$ cat src/rtl/keysearch_scheduler.sv
// -----------------------------------------------------------------------------
// keysearch_scheduler
//
// Dynamic work scheduler for the DES key-search lane array. The 56-bit key
// space is cut into chunks of 2^CHUNK_BITS keys. Each idle lane raises
// lane_req and is handed the next chunk by a round-robin arbiter. The first
// lane_found hit is latched and stops the search. If every chunk has been
// handed out and all lanes are idle again without a hit, the search ends as
// exhausted.
//
// Ports
//   clk, reset      clock, asynchronous active-high reset
//   start           level; a rising edge while idle begins a new search
//   abort           synchronous abort back to idle (wins over everything)
//   lane_req        per-lane "idle, give me a chunk"
//   lane_found      per-lane hit flag, meaningful while lane_run is high
//   lane_key        per-lane 64-bit key, lane i on bits [64i+63:64i]
//   lane_run        run enable for all lane counters (DISPATCH only)
//   lane_clear      one-cycle pulse clearing lane state (CLEAR only)
//   lane_grant      one-hot, one-cycle chunk assignment pulse
//   chunk_base      first key of the granted chunk, valid with lane_grant
//   busy            high in CLEAR and DISPATCH
//   found           high in FOUND
//   exhausted       high in EXHAUSTED
//   key             latched key of the winning lane
//   found_lane      index of the winning lane
//   chunks_issued   number of chunks granted since the last start
// -----------------------------------------------------------------------------
module keysearch_scheduler #(
    parameter int NUM_LANES   = 16,
    parameter int KEY_BITS    = 56,
    parameter int CHUNK_BITS  = 20,
    parameter int START_CHUNK = 0
) (
    input  logic                          clk,
    input  logic                          reset,
    input  logic                          start,
    input  logic                          abort,
    input  logic [NUM_LANES-1:0]          lane_req,
    input  logic [NUM_LANES-1:0]          lane_found,
    input  logic [NUM_LANES*64-1:0]       lane_key,
    output logic                          lane_run,
    output logic                          lane_clear,
    output logic [NUM_LANES-1:0]          lane_grant,
    output logic [KEY_BITS-1:0]           chunk_base,
    output logic                          busy,
    output logic                          found,
    output logic                          exhausted,
    output logic [63:0]                   key,
    output logic [$clog2(NUM_LANES)-1:0]  found_lane,
    output logic [KEY_BITS-CHUNK_BITS:0]  chunks_issued
);

    localparam int CW = KEY_BITS - CHUNK_BITS;
    localparam int LW = $clog2(NUM_LANES);

    // Total number of chunks, held one bit wider than a chunk index so that
    // "all chunks issued" is representable.
    localparam logic [CW:0]   TOTAL     = {1'b1, {CW{1'b0}}};
    localparam logic [CW-1:0] START_IDX = CW'(START_CHUNK);

    typedef enum logic [2:0] {
        S_IDLE,
        S_CLEAR,
        S_DISPATCH,
        S_FOUND,
        S_EXHAUSTED
    } state_t;

    state_t          state;
    state_t          state_n;

    logic            start_q;
    logic            start_rise;
    logic [LW-1:0]   rr_ptr;
    logic [CW-1:0]   next_chunk;

    logic [NUM_LANES-1:0] cand;
    logic            pick_hit;
    logic [LW-1:0]   pick_idx;

    logic            hit_any;
    logic [LW-1:0]   hit_idx;
    logic [63:0]     hit_key;

    logic            in_dispatch;
    logic            do_grant;
    logic            do_found;
    logic            all_done;

    assign start_rise = start & ~start_q;

    // Round-robin pick: first candidate at or above rr_ptr, with wraparound.
    // The lane granted last cycle is masked because it has not yet had a
    // chance to drop its request.
    always_comb begin
        int j;
        j        = 0;
        cand     = lane_req & ~lane_grant;
        pick_hit = 1'b0;
        pick_idx = '0;
        for (int k = 0; k < NUM_LANES; k++) begin
            j = int'(rr_ptr) + k;
            if (j >= NUM_LANES) begin
                j = j - NUM_LANES;
            end
            if (!pick_hit && cand[j]) begin
                pick_hit = 1'b1;
                pick_idx = LW'(j);
            end
        end
    end

    // Lowest-index hit wins; scanning downward leaves the lowest one last.
    always_comb begin
        hit_any = |lane_found;
        hit_idx = '0;
        hit_key = '0;
        for (int i = NUM_LANES - 1; i >= 0; i--) begin
            if (lane_found[i]) begin
                hit_idx = LW'(i);
                hit_key = lane_key[64*i +: 64];
            end
        end
    end

    assign in_dispatch = (state == S_DISPATCH);
    assign do_found    = in_dispatch && !abort && hit_any;
    assign do_grant    = in_dispatch && !abort && !hit_any && pick_hit &&
                         (chunks_issued < TOTAL);
    // Space fully handed out, every lane back to requesting, and no grant
    // still in flight.
    assign all_done    = (chunks_issued == TOTAL) && (&lane_req) &&
                         (lane_grant == '0);

    always_ff @(posedge clk or posedge reset) begin
        if (reset) begin
            state <= S_IDLE;
        end else begin
            state <= state_n;
        end
    end

    always_comb begin
        state_n    = state;
        lane_run   = 1'b0;
        lane_clear = 1'b0;
        busy       = 1'b0;
        found      = 1'b0;
        exhausted  = 1'b0;
        case (state)
            S_IDLE: begin
                if (start_rise) begin
                    state_n = S_CLEAR;
                end
            end
            S_CLEAR: begin
                lane_clear = 1'b1;
                busy       = 1'b1;
                state_n    = S_DISPATCH;
            end
            S_DISPATCH: begin
                lane_run = 1'b1;
                busy     = 1'b1;
                if (hit_any) begin
                    state_n = S_FOUND;
                end else if (all_done) begin
                    state_n = S_EXHAUSTED;
                end
            end
            S_FOUND: begin
                found = 1'b1;
                if (!start) begin
                    state_n = S_IDLE;
                end
            end
            S_EXHAUSTED: begin
                exhausted = 1'b1;
                if (!start) begin
                    state_n = S_IDLE;
                end
            end
            default: begin
                state_n = S_IDLE;
            end
        endcase
        if (abort) begin
            state_n = S_IDLE;
        end
    end

    always_ff @(posedge clk or posedge reset) begin
        if (reset) begin
            start_q       <= 1'b0;
            rr_ptr        <= '0;
            next_chunk    <= START_IDX;
            chunks_issued <= '0;
            lane_grant    <= '0;
            chunk_base    <= '0;
            key           <= '0;
            found_lane    <= '0;
        end else begin
            start_q    <= start;
            lane_grant <= '0;
            if (state == S_IDLE && state_n == S_CLEAR) begin
                next_chunk    <= START_IDX;
                chunks_issued <= '0;
            end
            if (do_grant) begin
                lane_grant    <= NUM_LANES'(1) << pick_idx;
                chunk_base    <= {next_chunk, {CHUNK_BITS{1'b0}}};
                next_chunk    <= next_chunk + 1'b1;
                chunks_issued <= chunks_issued + 1'b1;
                rr_ptr        <= (int'(pick_idx) == NUM_LANES - 1) ? '0 : pick_idx + 1'b1;
            end
            if (do_found) begin
                key        <= hit_key;
                found_lane <= hit_idx;
            end
        end
    end

endmodule
$ cat config.mk
export PLATFORM = sky130hd
export DESIGN_NAME = keysearch_scheduler
export DESIGN_NICKNAME = d
export VERILOG_FILES = /design/src/rtl/keysearch_scheduler.sv
export SDC_FILE = /design/constraint.sdc
export NUM_CORES = 1
export LEC_CHECK = 0
export ABC_AREA = 1
export CAP_MARGIN = 20
export CORE_AREA = 4 4 479 481
export CTS_CLUSTER_SIZE = 8
export DETAILED_ROUTE_END_ITERATION = 10
export DIE_AREA = 0 0 483 485
export SYNTH_ARGS = -nofsm -noshare
export SYNTH_HDL_FRONTEND = slang
export SYNTH_SLANG_ARGS = --single-unit
$ cat constraint.sdc
create_clock -name clk -period 7.5 [get_ports clk]
set_input_delay 1.5 -clock clk [delete_from_list [all_inputs] [get_ports clk]]
set_output_delay 1.5 -clock clk [all_outputs]
set_load 0.02 [all_outputs]
Yosys cells after proc, flatten, opt, wreduce, memory -nomap -nowiden:

Cells that the tools add are included.

* word-level logic and storage cells: 280
* output and inout port bits: 182
* register bits: 201
* input port bits: 1060

* magnitude comparators: 33
* multiplexer cells: 145
* $add $sub $neg: 34
* shift-type cells: 1
* bitwise operators: 4
* equality and inequality tests: 7
* reduce and logical (&&, ||, !) cells: 47

Operators with widths (number)
* two-way mux 64 bit: 16
* < comparator 32 x 6 -> 1 bit (second input constant): 16
* two-way mux 32 bit: 16
* two-way mux 4 bit: 33
* subtractor 5 x 5 -> 6 bit (second input constant): 15
* greater-or-equal comparator 5 bit (second input constant): 15
* two-way mux 37 bit: 2
* two-way mux 36 bit: 2
* binary-select mux 1 bit (select 4 bit): 16
* two-way mux 1 bit: 53
* adder 4 x 4 -> 5 bit (second input constant): 8
* adder 37 x 1 -> 37 bit (second input constant): 1
* == test 37 bit (second input constant): 1
* < comparator 37 bit (second input constant): 1
* adder 36 x 1 -> 36 bit (second input constant): 1
* logical AND 1 bit: 23
* adder 4 x 3 -> 5 bit (second input constant): 4
* zero test 1 bit: 17
* AND 16 bit: 1
* zero test 16 bit: 1
* two-way mux 16 bit: 1
* inverter 16 bit: 1
* AND reduction 16 bit: 1
* OR reduction 16 bit: 1
* other kinds (17): 25

Longest topological paths before layout:

Gate-level depths: netlist of run 1.

* depth in word-level cells: 54
* mapped depth: 32
* gate-level depth less buffers: 31

Least setup slack after synthesis of run 1:

OpenSTA, ideal clock, no wires.

* path kind: input to register
* start point: in lane_req[2]
* end point: reg rr_ptr[2]
* required time: 7384 ps
* arrival time: 3929 ps
* path buffers: 0
* setup slack: 3454 ps
* library setup time: 116 ps
* stages: 22
* cell sequence: inv_1 > nor2_1 > nand2_1 > nand3_1 > nand3_1 > nand3_2 > nand2_4 > nand3_2 > nor2_8 > nand4_4 > nor2_8 > nand4_4 > nor3_4 > nand2_2 > nor2_4 > nand2_2 > nand3_1 > nand2_2 > ha_1 > ha_1 > nand2_1 > nand2_1

* longest elaborated chain between the ends: 52
* elaborated cells on any way between the ends: 116
* those cells by class: add/sub (1); eq/ne (1); mux (81); bitwise (1); reduce/logical (32)

Ends and longest elaborated chain
* from (decl): line 39 `input logic [NUM_LANES-1:0] lane_req,`
* AND 16 bit *: line 99 `cand = lane_req & ~lane_grant;`
* binary-select mux 1 bit (select 4 bit): line 107 `if (!pick_hit && cand[j]) begin`
* two-way mux 1 bit (not written as such) (2 in series): line 107
* two-way mux 1 bit: line 107
* zero test 1 bit: line 107
* logical AND 1 bit: line 107
* two-way mux 1 bit: line 107
* zero test 1 bit: line 107
* (+35 left out)
* zero test 1 bit: line 107
* logical AND 1 bit: line 107
* two-way mux 1 bit: line 107
* zero test 1 bit: line 107
* logical AND 1 bit: line 107
* two-way mux 4 bit or two-way mux 1 bit (tied branches): line 107
* adder 4 x 1 -> 4 bit (tied with other cells): line 214 `rr_ptr <= (int'(pick_idx) == NUM_LANES - 1) ? '0 : pick_idx + 1'b1;`
* two-way mux 4 bit or logical AND 1 bit (tied branches): line 214, 129
* to (signal assigned): line 214
* to (decl): line 75 `logic [LW-1:0] rr_ptr;`

Mark *: on every way between the ends. The rest lies on a longest branch, timed or not. The select of a mux whose other input is x is not followed.
A chain may end at the register's enable or synchronous reset.

Final worst setup path of run 1:

* start point: reg rr_ptr[0]
* end point: reg chunks_issued[27]

* longest elaborated chain between the ends: 54
* elaborated cells on any way between the ends: 161
* those cells by class: add/sub (31); order compare (16); mux (81); reduce/logical (33)

Ends and longest elaborated chain
* parallel branches: the longest is 50 deep, another holds subtractor 5 x 5 -> 6 bit
* two-way mux 1 bit *: line 107
* logical AND 1 bit * (2 in series): line 129 `assign do_grant = in_dispatch && !abort && !hit_any && pick_hit &&`
* two-way mux 37 bit or nonzero test 2 bit (tied branches)
* to (signal assigned): line 213 `chunks_issued <= chunks_issued + 1'b1;`
* to (decl): line 51 `output logic [KEY_BITS-CHUNK_BITS:0] chunks_issued`

Mark *: on every way between the ends. The select of a mux whose other input is x is not followed.

==> results of run 1 <==
kinds of logic after synthesis:
kind of cell | count (synthesis) | share of synthesized area
buffers and inverters | 426 | 0.0920
XOR/XNOR | 61 | 0.0296
adder cells (fa/ha/maj) | 15 | 0.00991
AND/OR/NAND/NOR | 1406 | 0.316
flip-flops | 201 | 0.266
AO/OA/AOI/OAI | 801 | 0.287
other | 1 | 0.000198
Yosys cell counts (all sizes together) (7+ instances only):
cell type    n
nor3        48
nor2       442
nand4       42
o211ai     122
o311ai      51
o21ai      155
buf         56
clkbuf     185
a41oi        7
o221ai      63
a221oi      56
o22ai       65
ha          15
nand3      222
nor4        24
inv        182
o2111ai     59
o221a        7
a22oi       12
a21oi      183
dfrtp      201
xor2        57
nand2      622
how the worst min path moves through the flow:
stage | from | endpoint | slack [ns] | cells after the start
2_1_floorplan | next_chunk[1]$_DFFE_PP0P_ | next_chunk[1]$_DFFE_PP0P_ | 0.52 | 2
3_3_place_gp | found_lane[0]$_DFFE_PP0P_ | found_lane[0]$_DFFE_PP0P_ | 0.46 | 2
3_5_place_dp | chunk_base[33]$_DFFE_PP0P_ | chunk_base[33]$_DFFE_PP0P_ | 0.47 | 2
4_1_cts | chunk_base[29]$_DFFE_PP0P_ | chunk_base[29]$_DFFE_PP0P_ | 0.49 | 2
5_1_grt | chunk_base[34]$_DFFE_PP0P_ | chunk_base[34]$_DFFE_PP0P_ | 0.51 | 2
6_report | chunk_base[33]$_DFFE_PP0P_ | chunk_base[33]$_DFFE_PP0P_ | 0.48 | 2
power groups by stage:
| stage | Clock (mW) | Combinational [mW] | Sequential (mW) |
|---|---|---|---|
| 2_1_floorplan | 0 | 0.572 | 1.61 |
| 3_3_place_gp | 0 | 2.39 | 1.44 |
| 3_5_place_dp | 0 | 2.39 | 1.44 |
| 4_1_cts | 1.71 | 2.40 | 1.42 |
| 5_1_grt | 1.73 | 2.49 | 1.44 |
| 6_report | 1.62 | 2.38 | 1.42 |
final cells by class:
| cell class | count | area (sq um) |
|---|---|---|
| tap | 2992 | 3740 |
| multi-input combinational | 2303 | 12300 |
| inverter | 185 | 716 |
| clock inverter | 12 | 158 |
| timing repair buffer | 1324 | 13000 |
| clock buffer | 38 | 928 |
| antenna | 40 | 100 |
| fill | 25800 | 189000 |
| sequential | 201 | 5030 |
flip-flops by register name (all words and copies together) (netlist names):
name / cells
chunk_base: 36
chunks_issued: 37
found_lane: 4
key: 64
lane_grant: 16
next_chunk: 36
rr_ptr: 4
start_q: 1
state: 3
metal layers:
layer	GRT usage	vias to the layer above
met1	0.234	14600
met4	0.0652	56
met5	0	-
met2	0.324	2011
li1	-	12600
met3	0.0585	393
worst register-to-register path, stage by stage (launching register included):
cell,delay (ns)
sky130_fd_sc_hd__dfrtp_1,0.92
sky130_fd_sc_hd__inv_2,0.39
sky130_fd_sc_hd__ha_1,0.61
sky130_fd_sc_hd__inv_1,0.45
sky130_fd_sc_hd__nand3_1,0.18
sky130_fd_sc_hd__nand3_1,0.13
sky130_fd_sc_hd__nand3_1,0.08
sky130_fd_sc_hd__nand2_1,0.16
sky130_fd_sc_hd__nand3_2,0.18
sky130_fd_sc_hd__nor2_8,0.17
sky130_fd_sc_hd__nand4_4,0.12
sky130_fd_sc_hd__nor2_8,0.19
sky130_fd_sc_hd__nand4_4,0.13
sky130_fd_sc_hd__nor3_4,0.23
sky130_fd_sc_hd__nand2_2,0.10
sky130_fd_sc_hd__nor2_4,0.12
sky130_fd_sc_hd__nand2_1,0.10
sky130_fd_sc_hd__nand2_4,0.30
sky130_fd_sc_hd__nand2_2,0.09
sky130_fd_sc_hd__buf_4,0.38
sky130_fd_sc_hd__o22ai_1,0.23
sky130_fd_sc_hd__o21a_1,0.14
placed cells by master, fill, tap and decap left out, drive strengths merged, types with 12 or more instances in the layout:
cell / count
clkdlybuf4s50: 1213
nand2: 622
nor2: 442
nand3: 222
dfrtp: 201
a21oi: 183
inv: 183
o21ai: 155
o211ai: 122
buf: 109
o22ai: 65
o221ai: 63
o2111ai: 59
xor2: 57
a221oi: 56
o311ai: 51
nor3: 48
nand4: 42
diode: 40
clkbuf: 40
nor4: 24
conb: 20
ha: 15
a22oi: 12
metrics by stage:
step	util	cell area, sq um	hold slack, ns	std cells
final	0.160	36000	0.479	7095
after global routing	0.160	36000	0.507	7075
after CTS	0.160	35900	0.486	7051
after detailed placement	0.155	34800	0.473	7001
after global placement	0.155	34700	0.465	6992
after floorplan	-	19000	0.524	2930
==> implementation parameters, run 1 <==
Parameter                              Value

Run status
  Outcome ... completed

Synth
  Post-synth top area share ... 0.266
  Area of the mapped netlist ... 18900 sq um
  Share of synthesized area occupied by flip-flops and latches ... 0.266
  Post-synth top area cell ... sky130_fd_sc_hd__dfrtp_1
  Synthesized area per cell ... 6.50 sq um
  Flip-flop and latch count after synthesis ... 201
  Share of synthesized flip-flops with an asynchronous set or reset ... 1.00
  Top area cells in the synthesized netlist ... sky130_fd_sc_hd__dfrtp_1, sky130_fd_sc_hd__nand2_1, sky130_fd_sc_hd__nor2_1
  Number of flops mapped to enable cells by yosys ... 0
  Post-Synthesis Cells ... 2911
  Most common flop cell mapped by yosys ... sky130_fd_sc_hd__dfrtp_1
  Synth warnings ... 0
  Number of distinct library cells after synthesis ... 58

Placed design
  Post-placement worst setup slack ... 1.74 ns
  Final GP Congestion ... 1.05
  Placed wire-length estimate after detailed placement ... 208000 microns
  Number of buffer cells added on primary ports ... 1221

Clock network
  Quantity of gates resized following cts ... 0
  CTS buffer count ... 36
  Clock buffer depth ... 3
  Clock Tree Root ... sky130_fd_sc_hd__clkbuf_16
  Count of hold-fix buffers inserted at cts ... 0
  TritonCTS clock tree ... done
  CTS clock-pin slew for the worst setup and hold paths ... 0.05 ns
  Clk sink count ... 201
  Latest clock arrival within the worst-skew pair ... 0.59 ns
  Number of H-tree branching levels ... 2
  Post-CTS setup buffer count ... 0

Critical path
  Critical path type ... flop to flop
  Endpoint type of the worst setup path ... flop
  CP max FO ... 71
  Arrival time worst endpoint ... 5.99 ns
  Required time reported for the critical path endpoint ... 8.01 ns
  Combined buffer and inverter count along the critical path ... 3
  Highest cell delay on the worst timing path ... 0.92 ns
  Most frequent cell on the critical path ... sky130_fd_sc_hd__nand3_1
  Length in cells of the worst reg-to-reg path ... 21
  Worst reg2reg endpoint ... chunks_issued[27]$_DFFE_PP0P_
  Kind of cell adding the most delay to the critical path ... simple AND/OR/NAND/NOR gates
  Reg2reg start ... rr_ptr[0]$_DFFE_PP0P_
  Sequence of cells on the critical path ... inv_2 -> ha_1 -> inv_1 -> nand3_1 -> nand3_1 -> nand3_1 -> nand2_1 -> nand3_2 -> nor2_8 -> nand4_4 -> nor2_8 -> nand4_4 -> nor3_4 -> nand2_2 -> nor2_4 -> nand2_1 -> nand2_4 -> nand2_2 -> buf_4 -> o22ai_1 -> o21a_1
  Setup crit start kind ... flop
  CP startpoint ... rr_ptr[0]$_DFFE_PP0P_
  Slowest-stage cell, CP ... sky130_fd_sc_hd__dfrtp_1
  Worst Setup EP ... chunks_issued[27]$_DFFE_PP0P_
  Register-to-register path setup slack ... 2.01 ns
  Number of logic stages on the critical path including buffering ... 21

Floorplan
  Vertical die dimension ... 485 microns
  Die Area ... 234000 sq um
  Die width ... 483 microns
  Rows ... 174
  Initial standard-cell utilization of the core ... 0.0843
  Core region area ... 225000 sq um
  Number of I/O pins ... 1242

Cells and area
  Layout cells sized above 1 ... 0.0598
  Layout Nets ... 5126
  Synthesis-to-layout area growth ... 90.4%

Power
  Power per cell area ... 151 nW/um^2
  Net switching power ... 2.15 mW
  Sw Ratio ... 0.395
  Total leakage power ... 12.7 nW
  Combinational share of power ... 0.439
  Part of the total power dissipated in sequential elements ... 0.262
  Overall power consumption ... 5.43 mW
  Share of total power in the clock network ... 0.299
  IR drop worst, VDD ... 0.000183 V
  Internal cell power ... 3.28 mW

Detailed routing
  DRT Pass-1 Iters ... 6
  Uppermost routed layer ... met5
  Met2 routed wirelength ... 112000 microns
  Met1 wire length ... 94500 microns
  Number of remaining DRC errors ... 0
  Number of routed nets with antenna violations ... 0
  Via count normalized by instance count ... 4.18
  Starting DRT DRC Count ... 3962
  Total via count in the routed design ... 29700
  Post-Route WL ... 239000 microns
  Met3 routed wirelength ... 22300 microns
  Routed wire length per instance ... 33.7 microns

Timing
  Total of endpoints with negative setup slack in the final report ... 0
  Slew Limit Fails ... 0
  Tightest Pin Transition ... 1.31 ns
  Min Tclk post-route ... 5.49 ns
  Highest Clock Rate ... 182 MHz
  RSZ-0062 raised after global routing ... false
  Final critical-path share of the clock period ... 0.731
  Clock tree skew after final layout ... 0.0278 ns
  Worst rel slew slack ... 0.118
  Setup WS post-layout ... 2.01 ns
  Count of endpoints failing hold in the final timing report ... 0
  Post-route setup TNS ... 0 ns

Global route
  Via count of the first global-routing pass ... 28700
  Maximum number of pins on one net before global-route repair ... 133
  First-pass GRT wire length ... 301000 microns
  Global-route usage over all layers ... 0.193
  Overflow left after global routing ... 0
  Number of antenna violations at the first check in global routing ... 160

Flow run
  # Max-Cap Violations ... 0

Worst hold path
  HP Class ... flop to flop
Note: power is estimated with default switching activity, not from simulation.
==> run 2, diff against run 1 <==
- CORE_AREA: 4 4 479 481 -> 4 4 485 487
- DIE_AREA: 0 0 483 485 -> 0 0 489 491
- clock period: 7.5 -> 4.5 ns (I/O delays scaled with it)
==> implementation parameters, run 2 (synthesis gave the netlist of run 1 again) <==
Parameter                              Value

Detailed routing
  DRT Pass-1 Iters ... 6 (unchanged)
  Post-Route WL ... 236000 microns (-1.2%)
  Via count normalized by instance count ... 4.06 (-2.9%)
  Number of remaining DRC errors ... 0 (unchanged)
  Starting DRT DRC Count ... 3081 (-22%)
  Number of routed nets with antenna violations ... 0 (unchanged)
  Routed wire length per instance ... 32.5 microns (-3.5%)
  Total via count in the routed design ... 29500 (-0.61%)

Placed design
  Post-placement worst setup slack ... 0.156 ns (-1.58 ns)
  Final GP Congestion ... 1.01 (-3.0%)
  Number of buffer cells added on primary ports ... 1221 (unchanged)
  Placed wire-length estimate after detailed placement ... 205000 microns (-1.2%)

Global route
  Number of antenna violations at the first check in global routing ... 156 (-2.5%)
  Global-route usage over all layers ... 0.187 (-0.00582)
  First-pass GRT wire length ... 297000 microns (-1.5%)
  Overflow left after global routing ... 0 (unchanged)
  Maximum number of pins on one net before global-route repair ... 108 (-19%)
  Via count of the first global-routing pass ... 29200 (+1.9%)

Cells and area
  Multi-input gate area ... 12300 sq um (-0.32%)
  Largest Register ... key
  Largest register FFs ... 64 (unchanged)
  Fraction of the core area covered by cells at the end of the flow ... 0.161 (+0.000309)
  Layout filler cell count ... 26500 (+2.7%)
  Leading cell type in the layout, fill and taps excluded ... sky130_fd_sc_hd__clkdlybuf4s50_1
  Leading cell types in the layout, fill and taps excluded ... sky130_fd_sc_hd__clkdlybuf4s50_1, sky130_fd_sc_hd__nand2_1, sky130_fd_sc_hd__nor2_1
  Synthesis-to-layout area growth ... 96.5%
  Largest registers ... key x64, chunks_issued x37
  Layout cells sized above 1 ... 0.0844 (+0.0246)
  Layout Nets ... 5244 (+2.3%)
  FF+latch area ... 5030 sq um (unchanged)

Floorplan
  Die Area ... 240000 sq um (+2.5%)
  Die width ... 489 microns (+1.2%)
  Rows ... 177 (+1.7%)
  Initial standard-cell utilization of the core ... 0.0818 (-0.00246)
  Vertical die dimension ... 491 microns (+1.2%)
  Core region area ... 231000 sq um (+3.0%)
  Number of I/O pins ... 1242 (unchanged)

Timing
  Count of endpoints failing hold in the final timing report ... 0 (unchanged)
  Highest Clock Rate ... 241 MHz (+32%)
  Total of endpoints with negative setup slack in the final report ... 0 (unchanged)
  Tightest Pin Transition ... 1.30 ns (-0.00730 ns)
  Final critical-path share of the clock period ... 0.922 (+0.191)
  Min Tclk post-route ... 4.15 ns (-1.34 ns)
  Slew Limit Fails ... 0 (unchanged)
  Post-route setup TNS ... 0 ns (unchanged)
  RSZ-0062 raised after global routing ... false
  Clock tree skew after final layout ... 0.0296 ns (+0.00183 ns)
  Worst rel slew slack ... 0.121 (+0.00307)
  Setup WS post-layout ... 0.349 ns (-1.66 ns)

Clock network
  CTS clock-pin slew for the worst setup and hold paths ... 0.05 ns (about the same)
  Latest clock arrival within the worst-skew pair ... 0.63 ns (+0.04 ns)
  Count of hold-fix buffers inserted at cts ... 0 (unchanged)
  Clock buffer depth ... 3 (unchanged)
  Quantity of gates resized following cts ... 0 (unchanged)
  TritonCTS clock tree ... done
  Clk sink count ... 201 (unchanged)
  Number of H-tree branching levels ... 2 (unchanged)
  CTS buffer count ... 36 (unchanged)
  Clock Tree Root ... sky130_fd_sc_hd__clkbuf_16
  Post-CTS setup buffer count ... 0 (unchanged)

Critical path
  Most frequent cell on the critical path ... sky130_fd_sc_hd__nand3_1
  Reg2reg start ... rr_ptr[0]$_DFFE_PP0P_
  Register-to-register path setup slack ... 0.35 ns (-1.66 ns)
  Highest cell delay on the worst timing path ... 0.59 ns (-0.33 ns)
  CP max FO ... 8 (-89%)
  Slowest-stage cell, CP ... sky130_fd_sc_hd__dfrtp_1
  Sequence of cells on the critical path ... inv_2 -> ha_1 -> inv_1 -> nand3_1 -> nand3_1 -> nand3_1 -> nand2_1 -> nand3_2 -> nor2_8 -> nand4_4 -> nor2_8 -> nand4_1 -> or2_2 -> nand3_1 -> nor2_1 -> nand3_1 -> nor2_1 -> nor2_2 -> ha_1 -> nand2_1 -> nor2_1 -> nor2_2 -> nand2_1 -> nand2_1
  Endpoint type of the worst setup path ... flop
  Combined buffer and inverter count along the critical path ... 2 (-1)
  Kind of cell adding the most delay to the critical path ... simple AND/OR/NAND/NOR gates
  Arrival time worst endpoint ... 4.63 ns (-1.36 ns)
  Setup crit start kind ... flop
  Worst reg2reg endpoint ... rr_ptr[3]$_DFFE_PP0P_
  Length in cells of the worst reg-to-reg path ... 24 (+14%)
  Critical path type ... flop to flop
  Required time reported for the critical path endpoint ... 4.98 ns (-3.03 ns)

Flow run
  # Max-Cap Violations ... 0 (unchanged)

Worst hold path
  Start point of the worst min-delay path ... chunk_base[26]$_DFFE_PP0P_
  Hold Crit Endpoint ... chunk_base[26]$_DFFE_PP0P_
  Hold Path Depth ... 2 (unchanged)
  HP Class ... flop to flop

Power
  IR drop worst, VDD ... 0.000239 V (+31%)
  Total leakage power ... 13.3 nW (+5.2%)
  Power per cell area ... 246 nW/um^2 (+63%)

Run status
  Outcome ... completed
## run 2: changes by cell type in the layout (fill, tap and decap cells not counted), moves of 4 or more
cell	delta
sky130_fd_sc_hd__buf_12	+19
sky130_fd_sc_hd__buf_4	+107
sky130_fd_sc_hd__buf_6	-5
sky130_fd_sc_hd__o221ai_1	+4
sky130_fd_sc_hd__o221ai_2	-4
## run 2: layout make-up
| type | instances | share of cell area |
|---|---|---|
| well taps | 3043 | 0.102 |
| clock inverters | 12 | 0.00542 |
| multi-input cells | 2303 | 0.331 |
| inverters | 185 | 0.0191 |
| flip-flops and latches | 201 | 0.135 |
| clock buffers | 40 | 0.0249 |
| diodes | 37 | 0.00249 |
| repair buffers | 1442 | 0.380 |
## run 2: worst max path at each step
stage	start	endpoint	cells after the start
2_1_floorplan	rr_ptr[1]$_DFFE_PP0P_	rr_ptr[2]$_DFFE_PP0P_	23
3_3_place_gp	lane_req[6]	rr_ptr[2]$_DFFE_PP0P_	25
3_5_place_dp	lane_found[15]	key[54]$_DFFE_PP0P_	14
4_1_cts	rr_ptr[0]$_DFFE_PP0P_	rr_ptr[3]$_DFFE_PP0P_	24
5_1_grt	rr_ptr[0]$_DFFE_PP0P_	lane_grant[2]$_DFF_PP0_	23
6_report	rr_ptr[0]$_DFFE_PP0P_	rr_ptr[3]$_DFFE_PP0P_	24
## run 2: tightest hold or removal path: stages, from the launching register on
cell	delay (ns)
sky130_fd_sc_hd__dfrtp_1	0.34
sky130_fd_sc_hd__nand2_1	0.05
sky130_fd_sc_hd__o21ai_0	0.06
## run 2: stage by stage
step	instances	hold WS, ns	total power [mW]	instance area, sq um
finish	7263	0.486	9.15	37200
global route	7246	0.506	9.55	37200
CTS	7226	0.489	9.32	37100
detailed placement	7174	0.475	6.38	36000
global placement	7174	0.466	6.36	36000
floorplan	2930	0.524	3.64	19000
## run 2: per-layer routing
layer / GRT usage / part of all wire / wire length, microns
met1: 0.230 / 0.40 / 95100
met2: 0.311 / 0.47 / 110000
met3: 0.0541 / 0.091 / 21600
met4: 0.0645 / 0.038 / 8940
met5: 0 / 0.0018 / 429
## run 2: where the power goes
group          internal (mW)  switching (mW)  total (mW)
Combinational           1.82            2.17        3.98
Clock                   1.65            1.17        2.82
Sequential              2.12           0.227        2.35
Total                   5.59            3.56        9.15
